**src/rtl/axi_sram_2m_arbiter.sv**
```systemverilog
// Two-master / one-slave single-beat AXI arbiter in front of the SRAM bridge.
// Read and write paths have independent grant FSMs and round-robin pointers.
//
// state  | meaning
// W_IDLE | no write granted; sample s*_awvalid and register a grant
// W_XFER | granted master's AW and W routed to m_; waits for both handshakes
// W_RESP | m_ B routed back to the granted master
// R_IDLE | no read granted; sample s*_arvalid and register a grant
// R_ADDR | granted master's AR routed to m_
// R_DATA | m_ R routed back to the granted master; any beat is final
module axi_sram_2m_arbiter #(
  parameter int ADDR_W     = 32,
  parameter int DATA_W     = 64,
  parameter int FIXED_PRIO = 0
) (
  input  logic                clk,
  input  logic                resetn,
  input  logic [ADDR_W-1:0]   s0_awaddr,
  input  logic                s0_awvalid,
  output logic                s0_awready,
  input  logic [DATA_W-1:0]   s0_wdata,
  input  logic [DATA_W/8-1:0] s0_wstrb,
  input  logic                s0_wlast,
  input  logic                s0_wvalid,
  output logic                s0_wready,
  output logic [1:0]          s0_bresp,
  output logic                s0_bvalid,
  input  logic                s0_bready,
  input  logic [ADDR_W-1:0]   s0_araddr,
  input  logic                s0_arvalid,
  output logic                s0_arready,
  output logic [DATA_W-1:0]   s0_rdata,
  output logic [1:0]          s0_rresp,
  output logic                s0_rlast,
  output logic                s0_rvalid,
  input  logic                s0_rready,
  input  logic [ADDR_W-1:0]   s1_awaddr,
  input  logic                s1_awvalid,
  output logic                s1_awready,
  input  logic [DATA_W-1:0]   s1_wdata,
  input  logic [DATA_W/8-1:0] s1_wstrb,
  input  logic                s1_wlast,
  input  logic                s1_wvalid,
  output logic                s1_wready,
  output logic [1:0]          s1_bresp,
  output logic                s1_bvalid,
  input  logic                s1_bready,
  input  logic [ADDR_W-1:0]   s1_araddr,
  input  logic                s1_arvalid,
  output logic                s1_arready,
  output logic [DATA_W-1:0]   s1_rdata,
  output logic [1:0]          s1_rresp,
  output logic                s1_rlast,
  output logic                s1_rvalid,
  input  logic                s1_rready,
  output logic [ADDR_W-1:0]   m_awaddr,
  output logic                m_awvalid,
  input  logic                m_awready,
  output logic [DATA_W-1:0]   m_wdata,
  output logic [DATA_W/8-1:0] m_wstrb,
  output logic                m_wlast,
  output logic                m_wvalid,
  input  logic                m_wready,
  input  logic [1:0]          m_bresp,
  input  logic                m_bvalid,
  output logic                m_bready,
  output logic [ADDR_W-1:0]   m_araddr,
  output logic                m_arvalid,
  input  logic                m_arready,
  input  logic [DATA_W-1:0]   m_rdata,
  input  logic [1:0]          m_rresp,
  input  logic                m_rlast,
  input  logic                m_rvalid,
  output logic                m_rready
);

  typedef enum logic [1:0] {W_IDLE, W_XFER, W_RESP} w_state_t;
  typedef enum logic [1:0] {R_IDLE, R_ADDR, R_DATA} r_state_t;

  w_state_t w_state, w_state_nxt;
  r_state_t r_state, r_state_nxt;
  logic w_gnt, w_gnt_nxt, w_rr, w_rr_nxt;
  logic aw_done, aw_done_nxt, w_done, w_done_nxt;
  logic r_gnt, r_gnt_nxt, r_rr, r_rr_nxt;
  logic aw_sel_valid, w_sel_valid, ar_sel_valid;

  // rr is the master that wins the next tie
  function automatic logic pick(input logic req0, input logic req1, input logic rr);
    if (req0 && req1) return (FIXED_PRIO != 0) ? 1'b0 : rr;
    return req1;
  endfunction

  assign aw_sel_valid = w_gnt ? s1_awvalid : s0_awvalid;
  assign w_sel_valid  = w_gnt ? s1_wvalid  : s0_wvalid;
  assign ar_sel_valid = r_gnt ? s1_arvalid : s0_arvalid;

  always_ff @(posedge clk or negedge resetn) begin
    if (!resetn) begin
      w_state <= W_IDLE;
      w_gnt   <= 1'b0;
      w_rr    <= 1'b0;
      aw_done <= 1'b0;
      w_done  <= 1'b0;
      r_state <= R_IDLE;
      r_gnt   <= 1'b0;
      r_rr    <= 1'b0;
    end else begin
      w_state <= w_state_nxt;
      w_gnt   <= w_gnt_nxt;
      w_rr    <= w_rr_nxt;
      aw_done <= aw_done_nxt;
      w_done  <= w_done_nxt;
      r_state <= r_state_nxt;
      r_gnt   <= r_gnt_nxt;
      r_rr    <= r_rr_nxt;
    end
  end

  always_comb begin
    w_state_nxt = w_state;
    w_gnt_nxt   = w_gnt;
    w_rr_nxt    = w_rr;
    aw_done_nxt = aw_done;
    w_done_nxt  = w_done;
    m_awaddr    = '0;
    m_awvalid   = 1'b0;
    m_wdata     = '0;
    m_wstrb     = '0;
    m_wlast     = 1'b0;
    m_wvalid    = 1'b0;
    m_bready    = 1'b0;
    s0_awready  = 1'b0;
    s1_awready  = 1'b0;
    s0_wready   = 1'b0;
    s1_wready   = 1'b0;
    s0_bvalid   = 1'b0;
    s1_bvalid   = 1'b0;
    s0_bresp    = '0;
    s1_bresp    = '0;
    case (w_state)
      W_IDLE: begin
        if (s0_awvalid || s1_awvalid) begin
          w_gnt_nxt   = pick(s0_awvalid, s1_awvalid, w_rr);
          aw_done_nxt = 1'b0;
          w_done_nxt  = 1'b0;
          w_state_nxt = W_XFER;
        end
      end
      W_XFER: begin
        m_awaddr   = w_gnt ? s1_awaddr : s0_awaddr;
        m_awvalid  = aw_sel_valid & ~aw_done;
        m_wdata    = w_gnt ? s1_wdata : s0_wdata;
        m_wstrb    = w_gnt ? s1_wstrb : s0_wstrb;
        m_wlast    = w_gnt ? s1_wlast : s0_wlast;
        m_wvalid   = w_sel_valid & ~w_done;
        s0_awready = ~w_gnt & ~aw_done & m_awready;
        s1_awready =  w_gnt & ~aw_done & m_awready;
        s0_wready  = ~w_gnt & ~w_done & m_wready;
        s1_wready  =  w_gnt & ~w_done & m_wready;
        // AW and W may complete in either order or together
        if (aw_sel_valid && !aw_done && m_awready) aw_done_nxt = 1'b1;
        if (w_sel_valid && !w_done && m_wready) w_done_nxt = 1'b1;
        if (aw_done_nxt && w_done_nxt) w_state_nxt = W_RESP;
      end
      W_RESP: begin
        m_bready  = w_gnt ? s1_bready : s0_bready;
        s0_bvalid = ~w_gnt & m_bvalid;
        s1_bvalid =  w_gnt & m_bvalid;
        s0_bresp  = w_gnt ? 2'b00 : m_bresp;
        s1_bresp  = w_gnt ? m_bresp : 2'b00;
        if (m_bvalid && m_bready) begin
          w_rr_nxt    = ~w_gnt;
          w_state_nxt = W_IDLE;
        end
      end
      default: w_state_nxt = W_IDLE;
    endcase
  end

  always_comb begin
    r_state_nxt = r_state;
    r_gnt_nxt   = r_gnt;
    r_rr_nxt    = r_rr;
    m_araddr    = '0;
    m_arvalid   = 1'b0;
    m_rready    = 1'b0;
    s0_arready  = 1'b0;
    s1_arready  = 1'b0;
    s0_rvalid   = 1'b0;
    s1_rvalid   = 1'b0;
    s0_rdata    = '0;
    s1_rdata    = '0;
    s0_rresp    = '0;
    s1_rresp    = '0;
    s0_rlast    = 1'b0;
    s1_rlast    = 1'b0;
    case (r_state)
      R_IDLE: begin
        if (s0_arvalid || s1_arvalid) begin
          r_gnt_nxt   = pick(s0_arvalid, s1_arvalid, r_rr);
          r_state_nxt = R_ADDR;
        end
      end
      R_ADDR: begin
        m_araddr   = r_gnt ? s1_araddr : s0_araddr;
        m_arvalid  = ar_sel_valid;
        s0_arready = ~r_gnt & m_arready;
        s1_arready =  r_gnt & m_arready;
        if (ar_sel_valid && m_arready) r_state_nxt = R_DATA;
      end
      R_DATA: begin
        m_rready  = r_gnt ? s1_rready : s0_rready;
        s0_rvalid = ~r_gnt & m_rvalid;
        s1_rvalid =  r_gnt & m_rvalid;
        s0_rdata  = r_gnt ? '0 : m_rdata;
        s1_rdata  = r_gnt ? m_rdata : '0;
        s0_rresp  = r_gnt ? 2'b00 : m_rresp;
        s1_rresp  = r_gnt ? m_rresp : 2'b00;
        s0_rlast  = ~r_gnt & m_rlast;
        s1_rlast  =  r_gnt & m_rlast;
        // single-beat contract: the first beat ends the read whatever rlast says
        if (m_rvalid && m_rready) begin
          r_rr_nxt    = ~r_gnt;
          r_state_nxt = R_IDLE;
        end
      end
      default: r_state_nxt = R_IDLE;
    endcase
  end

endmodule

```
**config.mk**
```make
export PLATFORM = sky130hd
export DESIGN_NAME = axi_sram_2m_arbiter
export DESIGN_NICKNAME = d
export VERILOG_FILES = /design/src/rtl/axi_sram_2m_arbiter.sv
export SDC_FILE = /design/constraint.sdc
export NUM_CORES = 1
export LEC_CHECK = 0
export ABC_AREA = 0
export CAP_MARGIN = 40
export CORE_AREA = 2 2 251 253
export CTS_BUF_LIST = sky130_fd_sc_hd__clkbuf_8
export DETAILED_ROUTE_END_ITERATION = 6
export DIE_AREA = 0 0 253 255
export PLACE_DENSITY = 0.44
export SLEW_MARGIN = 20
export SYNTH_ARGS = -nofsm -noshare
export SYNTH_HDL_FRONTEND = slang
export SYNTH_SLANG_ARGS = --single-unit
export TNS_END_PERCENT = 100
```
**constraint.sdc**
```tcl
create_clock -name clk -period 2 [get_ports clk]
set_input_delay 0.4 -clock clk [delete_from_list [all_inputs] [get_ports clk]]
set_output_delay 0.4 -clock clk [all_outputs]
set_load 0.01 [all_outputs]
```
### Yosys cells after proc, flatten, opt, wreduce, memory -nomap -nowiden

Cells that the tools add are included.

| cells by class | value |
|---|---|
| equal/unequal tests | 10 |
| muxes and demuxes | 69 |
| bitwise logic cells | 22 |
| reductions and logical operators | 24 |

Operators by type and width:

| operator | number |
|---|---|
| 64-bit 2-to-1 mux | 6 |
| 32-bit 2-to-1 mux | 4 |
| 1-bit 2-to-1 mux | 39 |
| 2-bit 2-to-1 mux | 14 |
| 1-bit AND | 18 |
| 8-bit 2-to-1 mux | 2 |
| 2-bit != test (second input constant) | 6 |
| 2-bit case mux with 3 select lines | 2 |
| 1-bit logical AND | 10 |
| 2-bit AND reduction | 5 |
| 3-bit AND reduction | 2 |
| 2-bit by 1-bit == test with 1-bit output (second input constant) | 2 |
| 2-bit == test (second input constant) | 2 |
| 2-bit zero test | 2 |
| 1-bit NOT | 4 |
| 1-bit case mux with 2 select lines | 2 |
| 1-bit zero test | 2 |
| 1-bit logical OR | 2 |
| 2-bit nonzero test | 1 |

| storage, ports and cells | value |
|---|---|
| register bits | 10 |
| input port bits | 360 |
| output and inout port bits | 290 |
| word-level logic and storage cells | 133 |

### Logic depth before layout (Yosys ltp)

| depth | value |
|---|---|
| depth after elaboration | 8 |
| mapped depth | 5 |
| depth with buffers taken out | 3 |

### Least setup slack after synthesis

OpenSTA, ideal clock, no wires.

| timing path | value |
|---|---|
| kind | reg2out |
| start | register w_gnt |
| end | output port s0_awready |
| arrival time | 1.204 ns |
| required time | 1.600 ns |
| setup slack | 0.396 ns |
| stages on the path, launching flop included | 5 |
| buffers on the path | 3 |
| cell sequence | dfrtp_1 buf_4 buf_6 buf_4 nor4b_2 |

| on the way | value |
|---|---|
| word-level cells in the longest chain between the ends | 4 |

RTL lines:

| what | RTL line | source |
|---|---|---|
| start, declared | 82 | `logic w_gnt, w_gnt_nxt, w_rr, w_rr_nxt;` |
| start signal, assigned | 109 | `w_gnt <= w_gnt_nxt;` |
| 1-bit NOT | 156 | `s0_awready = ~w_gnt & ~aw_done & m_awready;` |
| 1-bit AND (2 in series) | 156 |  |
| 1-bit 2-to-1 mux | 140 | `case (w_state)` |
| end, declared | 20 | `output logic s0_awready,` |

Every way passes these cells.

### Worst setup path in the final report

| timing path | value |
|---|---|
| start | register w_gnt |
| end | output port m_wdata[10] |

| on the way | value |
|---|---|
| word-level cells in the longest chain between the ends | 2 |

RTL lines:

| what | RTL line | source |
|---|---|---|
| 64-bit 2-to-1 mux | 152 | `m_wdata = w_gnt ? s1_wdata : s0_wdata;` |
| 64-bit 2-to-1 mux | 140 |  |
| end, declared | 59 | `output logic [DATA_W-1:0] m_wdata,` |

Every way passes these cells.

==> results.toml <==
[timing]
worst_slew_pin_slew_ns = 0.559
maxSlewViolCount = 0
slew_headroom_pct = 62.6
rsz0062_at_grt = "yes"
finalClockSkew_ns = 0.000846
min_period_over_period_pct = 106
post-route-min-period_ns = 2.11
worst_slack_ns = -0.113
max_freq_mhz = 473
timing.hold.ws_ns = 0.515
hold_viol_final = 0
setup_violations = 83

[clock_tree]
holdBufCountCts = 0
cts_buffers = 3
cts_buffer_depth = 2
cts_tree = "yes"
cts_root_buffer = "clkbuf_8"
path_clk_slew_ns = 0.05
htree_num_levels = 1
cts_sinks = 10
clk_latency_ns = 0.25

[global_route]
antenna_found_initial = 4
grt_pass1_wl_um = 44800
globalRoute.totalOverflow = 0
grt_max_degree = 55
grt_pass1_vias = 6311
track_usage_pct = 9.47

[pwr]
p_leak_uw = 0.00572
powerDensity_mw_per_mm2 = 867
finalPower_uw = 10300
ir_worst_vdd_uv = 399

[final_layout]
area_delta_synth_final_pct = 216
most-common-layout-cells = "clkdlybuf4s50_1, nor2_1, mux2i_1, clkbuf_2, buf_6"
fin_util_pct = 19.2
layout.cells.non_filler = 2043
nets = 1602
drive_gt1_share_pct = 36.1
final_common_cell = "clkdlybuf4s50_1"

[synth]
ys.flop_type = "dfrtp_1"
synth_simple_gate_area_share_pct = 43.1
ys_ff_latch = 10
syn-num-nets = 892
synth-adder-area-share_pct = 0
avgSynthCellArea_sq_um = 7.09
synth_top_area_share_pct = 37.1
synthMuxAreaShare_pct = 37.7
yosysTopAreaCell = "mux2i_1"
synthArstFlopShare_pct = 100
ys_seq_area_share_pct = 6.63
syn_area_sq_mm = 0.00377
synth_top_family_by_area = "simple AND/OR/NAND/NOR gates"
synthTopCellsByArea = "mux2i_1, and2_1, nor2_1"
synth-compound-area-share_pct = 3.32
synthXorXnorAreaFrac_pct = 0
synth_edf_count = 0
yosysWarningCount = 0
syn_inst = 532
yosysUniqueCellTypes = 33

[worst_setup_path]
end_kind = "output port"
crit_fanout = 12
critPathKind = "flop to output port"
worstPathRequired_ns = 1.60
crit_arrival_ns = 1.71
cp-start-kind = "flop"

[floorplanning]
core-area_sq_mm = 0.0622
fp.dieH_um = 255
num_io_pins = 650
dieArea_sq_mm = 0.0645
die_w_um = 253
start_util_pct = 6.07
row_count = 92

[route]
top_layer = "met4"
wl_met1_um = 15700
vias = 6467
ant_nets = 0
wl_met2_um = 17100
firstDrtPassIters = 5
wl_met3_um = 2340
drtIter0Drc = 238
route.detailed.drc = 0
post_drt_wl_per_cell_um = 17.3
routed_wl_um = 35300
routed_via_density = 3.17

[worst_hold_path]
hp-class = "primary input to asynchronous set/reset pin"

[placed_design]
place_congestion = 0.932
post-dp-hpwl_um = 28600
io_buffers = 649
dp_cells = 1992

[run_status]
violations = "negative setup slack"
status = "complete, but fails checks"

[flow_run]
maxCapViolCount = 0
-- final cells by class --
type / instances / area (sq um)
clock buffer: 4 / 55.1
fill: 7066 / 50300
inverter: 2 / 7.51
timing repair buffer: 752 / 7150
sequential: 10 / 256
tap: 799 / 1000
multi-input combinational: 473 / 3430
antenna: 3 / 7.51
-- metal layers --
layer | vias up | track usage (%)
met5 | - | 0
met4 | 0 | 0.676
met3 | 12 | 1.93
met2 | 286 | 16.2
met1 | 2976 | 12.7
li1 | 3193 | -
-- cells by family (layout without fill, tap and decap cells) --
logic type      count (synthesis)  in the layout
other cells                     0              3
compound gates                 18             18
mux                           142            142
simple gates                  313            313
flops                          10             10
buf+inv                        49            758
-- through the flow --
stage	instance area [sq um]	TNS [ns]	setup WS, ns
3_5_place_dp	11500	-20.18	-0.422
2_1_floorplan	3770	0	0.396
5_1_grt	11900	-9.67	-0.185
4_1_cts	11600	-13.29	-0.192
6_report	11900	-2.49	-0.113
3_3_place_gp	11500	-19.02	-0.452
-- Yosys cell counts (2+ instances only) --
cell      count
nor2_1      145
mux2i_1     140
and2_1      136
buf_2        15
buf_6        13
buf_4        10
dfrtp_1      10
clkbuf_2      8
nand2_1       6
nor2b_1       5
a21oi_1       4
and3_1        4
nor3b_1       4
a31oi_1       3
nand2b_1      3
o21ai_0       3
a32o_1        2
and4b_1       2
inv_1         2
mux2_2        2
nor4b_2       2
o32ai_1       2
-- state kept, by name, summed over array words and instances, names as in the netlist --
signal   cells
w_gnt        1
r_state      2
w_state      2
r_rr         1
aw_done      1
r_gnt        1
w_rr         1
w_done       1
-- power breakdown --
group          switching, uW  total (uW)  internal (uW)
Combinational           4620        9640           5020
Clock                   89.5         263            174
Sequential               121         415            293
Total                   4830       10300           5490
-- final timing paths --
check,from,slack (ns),cells after the start,end
max,w_gnt,-0.11,5,m_wdata[10]
min,resetn,0.52,1,w_rr
max reg2reg,w_gnt,0.27,6,w_state[1]
min reg2reg,r_rr,0.54,2,r_rr
max in group asynchronous,resetn,1.07,1,w_gnt
min in group clk,r_rr,0.54,2,r_rr
-- critical path, cell delays in order (launching register included) --
cell and delay (ns):
dfrtp_4 0.48, buf_12 0.19, buf_12 0.17, mux2i_2 0.25
nor2_1 0.06, dlygate4sd2_1 0.29
-- what timing repair did --
item | CTS | global route
buffers inserted | 17 | 16
pin swaps | 19 | 52
gates resized for setup | 728 | 428
cloned | 10 | 8
setup endpoints to repair | 289 | 229
(Power assumes the default switching activity.)
